[src/rtl/alu_mul_seq.sv]
// Iterative shift-and-add multiplier that borrows the shared EX-stage ALU.
// Produces the low 32 bits of an unsigned a*b, one ALU operation per cycle.
module alu_mul_seq #(
  parameter logic [2:0] F_ADD = 3'b010,
  parameter logic [2:0] F_SHL = 3'b111
) (
  input  logic        clk,
  input  logic        reset_n,
  input  logic        start,
  input  logic [31:0] a,
  input  logic [31:0] b,
  input  logic [31:0] alu_y,
  output logic        alu_own,
  output logic [31:0] alu_a,
  output logic [31:0] alu_b,
  output logic [2:0]  alu_f,
  output logic        busy,
  output logic        done,
  output logic [31:0] product
);

  typedef enum logic [1:0] {
    IDLE  = 2'd0,
    ADD   = 2'd1,
    SHIFT = 2'd2,
    DONE  = 2'd3
  } state_t;

  state_t      state;
  state_t      state_next;
  logic [31:0] ma;
  logic [31:0] mb;
  logic [31:0] acc;
  logic        accept;

  // A new request is only taken when the ALU is not already borrowed.
  assign accept = start && ((state == IDLE) || (state == DONE));

  always_ff @(posedge clk or negedge reset_n) begin
    if (!reset_n) begin
      state <= IDLE;
    end else begin
      state <= state_next;
    end
  end

  always_comb begin
    state_next = state;
    alu_own    = 1'b0;
    busy       = 1'b0;
    done       = 1'b0;
    alu_a      = 32'd0;
    alu_b      = 32'd0;
    alu_f      = 3'b000;
    case (state)
      IDLE: begin
        if (accept) begin
          state_next = (b == 32'd0) ? DONE : ADD;
        end
      end
      ADD: begin
        alu_own    = 1'b1;
        busy       = 1'b1;
        alu_f      = F_ADD;
        alu_a      = acc;
        alu_b      = ma;
        state_next = (mb[31:1] == 31'd0) ? DONE : SHIFT;
      end
      SHIFT: begin
        alu_own    = 1'b1;
        busy       = 1'b1;
        alu_f      = F_SHL;
        alu_a      = ma;
        alu_b      = 32'd1;
        state_next = ADD;
      end
      DONE: begin
        done = 1'b1;
        if (accept) begin
          state_next = (b == 32'd0) ? DONE : ADD;
        end else begin
          state_next = IDLE;
        end
      end
      default: begin
        state_next = IDLE;
      end
    endcase
  end

  // The ALU result is captured into acc only when the current multiplier bit is set.
  always_ff @(posedge clk or negedge reset_n) begin
    if (!reset_n) begin
      ma  <= 32'd0;
      mb  <= 32'd0;
      acc <= 32'd0;
    end else begin
      case (state)
        IDLE, DONE: begin
          if (accept) begin
            ma  <= a;
            mb  <= b;
            acc <= 32'd0;
          end
        end
        ADD: begin
          if (mb[0]) begin
            acc <= alu_y;
          end
        end
        SHIFT: begin
          ma <= alu_y;
          mb <= {1'b0, mb[31:1]};
        end
        default: begin
          ma <= ma;
        end
      endcase
    end
  end

  assign product = acc;

endmodule

[config.mk]
export PLATFORM = sky130hd
export DESIGN_NAME = alu_mul_seq
export DESIGN_NICKNAME = d
export VERILOG_FILES = /design/src/rtl/alu_mul_seq.sv
export SDC_FILE = /design/constraint.sdc
export NUM_CORES = 1
export LEC_CHECK = 0
export ABC_AREA = 1
export ABC_CLOCK_PERIOD_IN_PS = 2000
export BUFFER_PORTS_ARGS = -buffer_cell sky130_fd_sc_hd__buf_2
export CAP_MARGIN = 20
export CORE_ASPECT_RATIO = 1.4
export CORE_MARGIN = 2
export CORE_UTILIZATION = 37
export DETAILED_ROUTE_END_ITERATION = 16
export GPL_TIMING_DRIVEN = 0
export PLACE_DENSITY = 0.64
export SYNTH_ARGS = -nofsm -noshare
export SYNTH_HDL_FRONTEND = slang
export SYNTH_SLANG_ARGS = --single-unit
[constraint.sdc]
create_clock -name clk -period 2 [get_ports clk]
set_clock_uncertainty 0.15 [all_clocks]
set_input_delay 0.4 -clock clk [delete_from_list [all_inputs] [get_ports clk]]
set_output_delay 0.4 -clock clk [all_outputs]
set_load 0.1 [all_outputs]
# Word-level counts from Yosys, hierarchy flattened
# Cells that the tools add are included.
dict set report classes {
  n_mux 17
  reduce_logical 11
  eq_ne 6
}
# cell count
set ops {}
lappend ops {{$pmux W32 S2} 5}
lappend ops {{$mux W32} 4}
lappend ops {{$logic_not A32 Y1} 1}
lappend ops {{$logic_not A31 Y1} 1}
lappend ops {{$pmux W2 S4} 1}
lappend ops {{$mux W2} 3}
lappend ops {{$ne A2 B2 Y1 const B} 3}
lappend ops {{$pmux W3 S2} 1}
lappend ops {{$eq A2 B2 Y1 const B} 2}
lappend ops {{$reduce_bool A2 Y1} 2}
lappend ops {{$reduce_or A2 Y1} 2}
lappend ops {{$mux W1} 3}
lappend ops {{$reduce_and A3 Y1} 1}
lappend ops {{$eq A2 B1 Y1 const B} 1}
lappend ops {{$logic_not A2 Y1} 1}
lappend ops {{$reduce_and A2 Y1} 1}
lappend ops {{$logic_and A1 B1 Y1} 1}
lappend ops {{$logic_or A1 B1 Y1} 1}
dict set report totals {
  output_inout_bits 102
  regBits 98
}

# Logic depth before layout (Yosys ltp)
# Gate-level depths: netlist of run 1.
dict set report depth {
  ltp_word 5
  ltp_mapped 9
  mapped_depth_nobuf 9
}

# Worst setup path after synthesis of run 1
# OpenSTA, ideal clock, no wires.
dict set report synth_timing {
  path_kind {reg-to-output}
  startpoint {register state[0]}
  endpoint {output alu_b[0]}
  path_slack_ns -2.516
  path_stages_with_launch 6
  t_arrival_ns 3.966
  path_cell_list {dfrtp_1 > inv_1 > ha_1 > nand2_1 > buf_2 > o21ai_0}
}
dict set report synth_between {
  elab_chain_cells 2
  elab_cells_between_ends 3
  cone_classes {eq/ne: 2; mux: 1}
}
# item line_no
set synth_lines {}
lappend synth_lines {{start, declared} 29} ;# state_t state;
lappend synth_lines {{start signal, assigned} 43} ;# state <= state_next;
lappend synth_lines {{$eq A2 B2 Y1 / $eq A2 B1 Y1 (equally long branches)} 55} ;# case (state)
lappend synth_lines {{$pmux W32 S2 (*)} 55}
lappend synth_lines {{end, declared} 15} ;# output logic [31:0] alu_b,
# Every way passes the cells marked *; elsewhere a longest branch is shown, timed or not.

# Final worst setup path of run 1
dict set report layout_timing {
  startpoint {register state[1]}
  endpoint {output alu_b[0]}
}
# Same word-level chain as after synthesis.

==> results of run 1 <==
## cell type report
type                            instances  area [um2]  area share, %
Inverter                               80         303           3.11
Clock buffer                           12         246           2.54
Clock inverter                          4        27.5          0.283
Multi-Input combinational cell        451        2940           30.2
Sequential cell                        98        2450           25.2
Buffer                                 48         592           6.09
Antenna cell                            2        5.00         0.0515
Timing Repair Buffer                  254        2930           30.1
Tap cell                              182         228           2.34
## flip-flops by register name (all words and copies together) (netlist names)
name     count
ma          32
mb          32
product     32
state        2
## worst register-to-register path, delay by kind of cell (launching register included)
kind | cells | cell delay, ns
compound gates | 2 | 0.29
buf+inv | 6 | 0.87
fa+ha+maj | 1 | 0.24
simple gates | 2 | 0.18
flops | 1 | 0.43
## repair_timing
| item | in CTS | in global routing |
|---|---|---|
| hold buffers | 1 | 0 |
| buffers inserted | 20 | 14 |
| gates cloned | 6 | 13 |
| gates resized for setup | 339 | 78 |
| hold endpoints to repair | 39 | 0 |
| pin swaps | 7 | 9 |
| endpoints found under the setup margin | 158 | 166 |
## logic make-up (layout without fill, tap and decap cells)
| kind of cell | count (synthesis) | in the layout | share of synthesized area [%] |
|---|---|---|---|
| other | 0 | 2 | 0 |
| buffers and inverters | 130 | 398 | 10.8 |
| AO/OA/AOI/OAI | 137 | 137 | 16.2 |
| AND/OR/NAND/NOR | 309 | 309 | 24.0 |
| flip-flops | 98 | 98 | 47.8 |
| adder cells (fa/ha/maj) | 5 | 5 | 1.22 |
## layout by cell type, fill, tap and decap left out, drive strengths merged
cell type / Yosys / routed
nand4: 3 / 3
dfrtp: 98 / 98
a21oi: 1 / 1
ha: 5 / 5
and2: 2 / 2
o22ai: 32 / 32
o211ai: 5 / 5
nand3: 37 / 37
buf: 31 / 270
nand3b: 1 / 1
bufbuf: 0 / 1
nor2: 129 / 129
diode: 0 / 2
a31oi: 58 / 58
nand2: 137 / 137
a22oi: 2 / 2
clkbuf: 19 / 42
o21ai: 39 / 39
clkinvlp: 0 / 3
inv: 79 / 79
clkinv: 1 / 2
dlygate4sd3: 0 / 1
## metrics by stage
stage / total power [mW] / std cells / util, % / setup WS [ns]
after floorplan: 3.11 / 679 / - / -0.536
after global placement: 3.40 / 1061 / 53.6 / -0.815
after detailed placement: 3.41 / 1062 / 53.8 / -0.436
after CTS: 5.18 / 1105 / 67.6 / -0.451
after global routing: 5.38 / 1131 / 72.3 / -0.487
final: 5.19 / 1131 / 72.3 / -0.441
## where the power goes
group | switching [mW] | total [mW] | internal, mW
Sequential | 0.0939 | 2.22 | 2.13
Combinational | 0.876 | 1.31 | 0.430
Clock | 0.780 | 1.66 | 0.878
## worst max path at each step
stage	start	endpoint	slack, ns	cells after the start
after detailed placement	state[1]	alu_a[7]	-0.44	8
after global routing	state[1]	alu_a[19]	-0.49	7
after floorplan	state[1]	alu_a[10]	-0.54	6
after CTS	state[0]	alu_a[7]	-0.45	7
after global placement	reset_n	mb[9]	-0.81	1
final	state[1]	alu_b[0]	-0.44	7
## per-layer routing
metal / part of all wire [%] / track usage (%) / vias to the layer above
li1: - / - / 2756
met3: 5.6 / 2.94 / 53
met4: 3.4 / 9.56 / 0
met1: 37 / 31.0 / 2866
met5: 0 / 0 / -
met2: 54 / 47.0 / 236
==> impl_metrics.yaml, run 1 <==
sta:
  setup_viol: 155
  slew_headroom_pct: 58.5
  rsz0062_at_grt: "yes"
  min_period_ns: 2.44
  setup_ws_ns: -0.441
  fin_crit_sh_pct: 122
  slew_violations: 0
  tightest_slew_ns: 0.623
  whs_ns: 0.163
  hold_viol_final: 0
  finalSetupTns_ns: -34.57
  fmax_mhz: 410
synthesis:
  synth.distinct_cells: 27
  synth_most_common_cell: "nand2_1"
  synth_seq_area_share_pct: 47.8
  yosysWarnings: 0
  synth_area_leader_cell: "dfrtp_1"
  ys_top_cells_by_area: "dfrtp_1 (48%), nand2_1 (9.9%), nor2_1 (9.4%), a31oi_1 (7.1%), inv_1 (5.7%)"
  ys_ff_latch: 98
  syn-cell-area_um2: 5130
  synth.top_cell.area_share_pct: 47.8
  ys_top_cells_by_count: "nand2_1 (135), nor2_1 (128), dfrtp_1 (98)"
  avgSynthCellArea_um2: 7.55
  netlist_instances: 679
  synth-edff-count: 0
  syn-num-nets: 783
  synth_ff_type: "dfrtp_1"
  ys_async_sr_fraction_pct: 100
final_layout:
  final_area_um2: 9720
  fill_cells: 966
  syn2layout_area_growth_pct: 89.7
  nNetsFinal: 1046
  drive_gt1_share_pct: 41.9
critical_path:
  cp-end-kind: "output port"
  path_cells: "inv_2, ha_4, nand2_8, clkbuf_16, buf_4, o21ai_4, buf_12"
  crit_type: "flip-flop to output port"
  reg2reg_to: "product[5]"
  cpMaxStageDelayCell: "dfrtp_2"
  cp-start-kind: "flip-flop"
  cp_top_family: "buffers and inverters"
  required_ns: 1.45
  rr_worst_depth: 11
  cp_slowest_stage_delay_ns: 0.39
  cp.arrival_ns: 1.89
  r2r-start: "state[1]"
  rrSetupSlack_ns: -0.24
  cp_num_buf_inv: 4
  critPathMaxFanout: 6
detailed_routing:
  via_count: 5911
  via_per_inst: 5.23
  drc: 0
  drt-initial-drc-count: 298
  ant_nets: 0
  wirelength_um: 20700
  dr.pass1.iters: 5
  wl_per_cell_um: 18.3
global_route:
  overflow: 0
  grt_first_pass_wirelength_um: 29600
  grt_max_degree: 60
  grt_util_all_layers_pct: 26.0
  first_global_vias: 5747
  antenna_found_initial: 2
clock_tree:
  numClockSinks: 98
  h-tree-depth: 3
  cts_tree: "done"
  clock-root-buffer: "clkbuf_16"
  clk_latency_ns: 0.34
  cts_buffers: 9
  clk_path_buf_depth: 2
  path_clk_slew_ns: 0.07
place:
  place_hpwl_um: 13000
  gp_congestion: 0.831
  postPlaceCellArea_um2: 7240
  numPortBuffers: 200
die:
  fp.dieH_um: 143
  start_util_pct: 38.1
  rows: 50
  io_pins: 201
  core-area_um2: 13500
  die_area_um2: 14800
  die_x_um: 103
run:
  maxCapViolations: 0
hold_path:
  hold_path_startpoint: "alu_y[13]"
  hold_end: "product[13]"
  hold_depth: 3
  hold_path_class: "input port to flip-flop"
run_status:
  violations: "setup timing"
  status: "finished with violations"
power_and_ir_drop:
  power.density_nw_per_um2: 533
  ir_drop_mv: 0.374
  p_leak_nw: 4.58
Note: power is estimated with default switching activity, not from simulation.
==> run 2, diff against run 1 <==
--- a/config.mk
+++ b/config.mk
@@ -14,7 +14,6 @@
 export CORE_UTILIZATION = 37
 export DETAILED_ROUTE_END_ITERATION = 16
 export GPL_TIMING_DRIVEN = 0
-export PLACE_DENSITY = 0.64
 export SYNTH_ARGS = -nofsm -noshare
 export SYNTH_HDL_FRONTEND = slang
 export SYNTH_SLANG_ARGS = --single-unit
==> run 2 against run 1 <==
The flow still finishes with violations (setup timing). Highest routed layer unchanged. Core utilization decreased by 1.9 points. Sequential power about the same. Largest cell class unchanged. Global-route usage increased by 0.75 points. Die area unchanged. Maximum frequency decreased by 1.4%. Power increased by 2.8%. Clock power increased by 8%. Critical endpoint is now alu_a[3]. Via count decreased by 2.2%.
==> impl_metrics.yaml, run 2 (synthesized netlist as in run 1, its figures left out) <==
clock_tree:
  clk_path_buf_depth: 2
  numClockSinks: 98
  cts_tree: "done"
  clk_latency_ns: 0.34
  path_clk_slew_ns: 0.07
  clock-root-buffer: "clkbuf_16"
  cts_buffers: 9
  h-tree-depth: 3
global_route:
  antenna_found_initial: 3
  grt_util_all_layers_pct: 26.7
  grt_first_pass_wirelength_um: 30400
  grt_max_degree: 65
  first_global_vias: 5993
  overflow: 0
sta:
  slew_violations: 0
  finalSetupTns_ns: -33.70
  rsz0062_at_grt: "yes"
  setup_ws_ns: -0.477
  slew_headroom_pct: 63.9
  fin_crit_sh_pct: 124
  hold_viol_final: 0
  fmax_mhz: 404
  tightest_slew_ns: 0.542
  min_period_ns: 2.48
  setup_viol: 152
die:
  rows: 50
  start_util_pct: 38.1
  fp.dieH_um: 143
  io_pins: 201
  die_area_um2: 14800
  die_x_um: 103
  core-area_um2: 13500
critical_path:
  crit_type: "flip-flop to output port"
  cp-end-kind: "output port"
  cp.arrival_ns: 1.93
  required_ns: 1.45
  cp-start-kind: "flip-flop"
  rrSetupSlack_ns: -0.19
  critPathMaxFanout: 9
power_and_ir_drop:
  ir_drop_mv: 0.415
  p_int_mw: 3.59
  p_sw_share_pct: 32.6
  pwr-share-seq_pct: 41.7
  clkPwrFrac_pct: 33.8
  p_leak_nw: 4.50
  power.density_nw_per_um2: 563
  p_switching_mw: 1.74
  p_comb_share_pct: 24.5
  finalPower_mw: 5.33
run_status:
  status: "finished with violations"
  violations: "setup timing"
detailed_routing:
  wirelength_um: 19800
  drc: 0
  drt-initial-drc-count: 264
  dr.pass1.iters: 5
  via_per_inst: 5.15
  wl_per_cell_um: 17.7
  ant_nets: 0
  via_count: 5782
run:
  maxCapViolations: 0
place:
  place_hpwl_um: 13400
  place_inst: 1062
  numPortBuffers: 200
  gp_congestion: 0.848
final_layout:
  drive_gt1_share_pct: 40.2
  syn2layout_area_growth_pct: 84.7
  layout_common_cells: "nand2_1 (134), buf_2 (130), nor2_1 (97), dfrtp_1 (97), buf_12 (81)"
  nNetsFinal: 1037
  finalNonFillerCells: 1123
  final_common_cell: "nand2_1"
hold_path:
  hold_path_class: "input port to flip-flop"
[run 2: cell count changes in the layout (fill, tap and decap cells not counted), moves of 3 or more]
cell / delta
o21ai_0: +21
clkbuf_16: -7
buf_4: +6
buf_16: -4
buf_8: -5
buf_6: -3
nand3_1: +9
bufbuf_16: +4
nand3_2: -9
o21ai_1: -18
o21ai_2: -3
[run 2: cell type report]
class / count / area (um2)
antenna: 3 / 7.51
buffer: 50 / 623
clock buffer: 12 / 256
clock inverter: 4 / 50.0
fill: 1049 / 3980
inverter: 80 / 305
multi-input combinational: 451 / 2870
sequential: 98 / 2450
tap: 182 / 228
timing repair buffer: 243 / 2680
[run 2: path summary, 6_finish.rpt]
path,from,end,depth (start not counted)
min in group asynchronous,reset_n,product[13],2
worst min-delay path,a[10],ma[10],3
worst max-delay path,state[0],alu_a[3],7
max in group asynchronous,reset_n,product[20],3
worst max register to register,state[0],product[12],10
worst min register to register,mb[27],mb[27],2
[run 2: stage by stage]
step	hold WS [ns]	area [um2]	setup WS (ns)	utilization (%)
2_1_floorplan	-0.0456	5980	-0.536	-
3_3_place_gp	0.383	7210	-0.770	53.6
3_5_place_dp	0.250	7240	-0.451	53.8
4_1_cts	0.150	9170	-0.465	68.1
5_1_grt	0.156	9470	-0.550	70.4
6_report	0.157	9470	-0.477	70.4
[run 2: power by group through the flow]
stage          Sequential, mW  Combinational [mW]  Clock [mW]
6_report                 2.22                1.31        1.80
3_3_place_gp             2.25                1.15           0
3_5_place_dp             2.26                1.17           0
5_1_grt                  2.24                1.39        1.94
2_1_floorplan            2.48               0.628           0
4_1_cts                  2.22                1.30        1.84
[run 2: critical path, stage by stage, from the launching register on]
cell and delay (ns):
dfrtp_1 0.39, inv_2 0.09, ha_4 0.33, nand2_4 0.08, buf_12 0.16, buf_16 0.15, o22ai_4 0.17, buf_12 0.20
[run 2: layer usage]
layer | share of wire [%] | GRT usage [%] | vias up
li1 | - | - | 2735
met1 | 37 | 31.2 | 2778
met2 | 55 | 47.5 | 227
met3 | 5.4 | 4.41 | 42
met4 | 2.7 | 10.9 | 0
met5 | 0 | 0 | -
[run 2: what timing repair did]
item / CTS / global route
setup buffers: 23 / 7
resized for setup: 332 / 47
gates cloned: 7 / 5
pin swaps: 17 / 10
hold buffers: 1 / 0
endpoints found under the hold margin: 34 / 0
endpoints found under the setup margin: 166 / 165
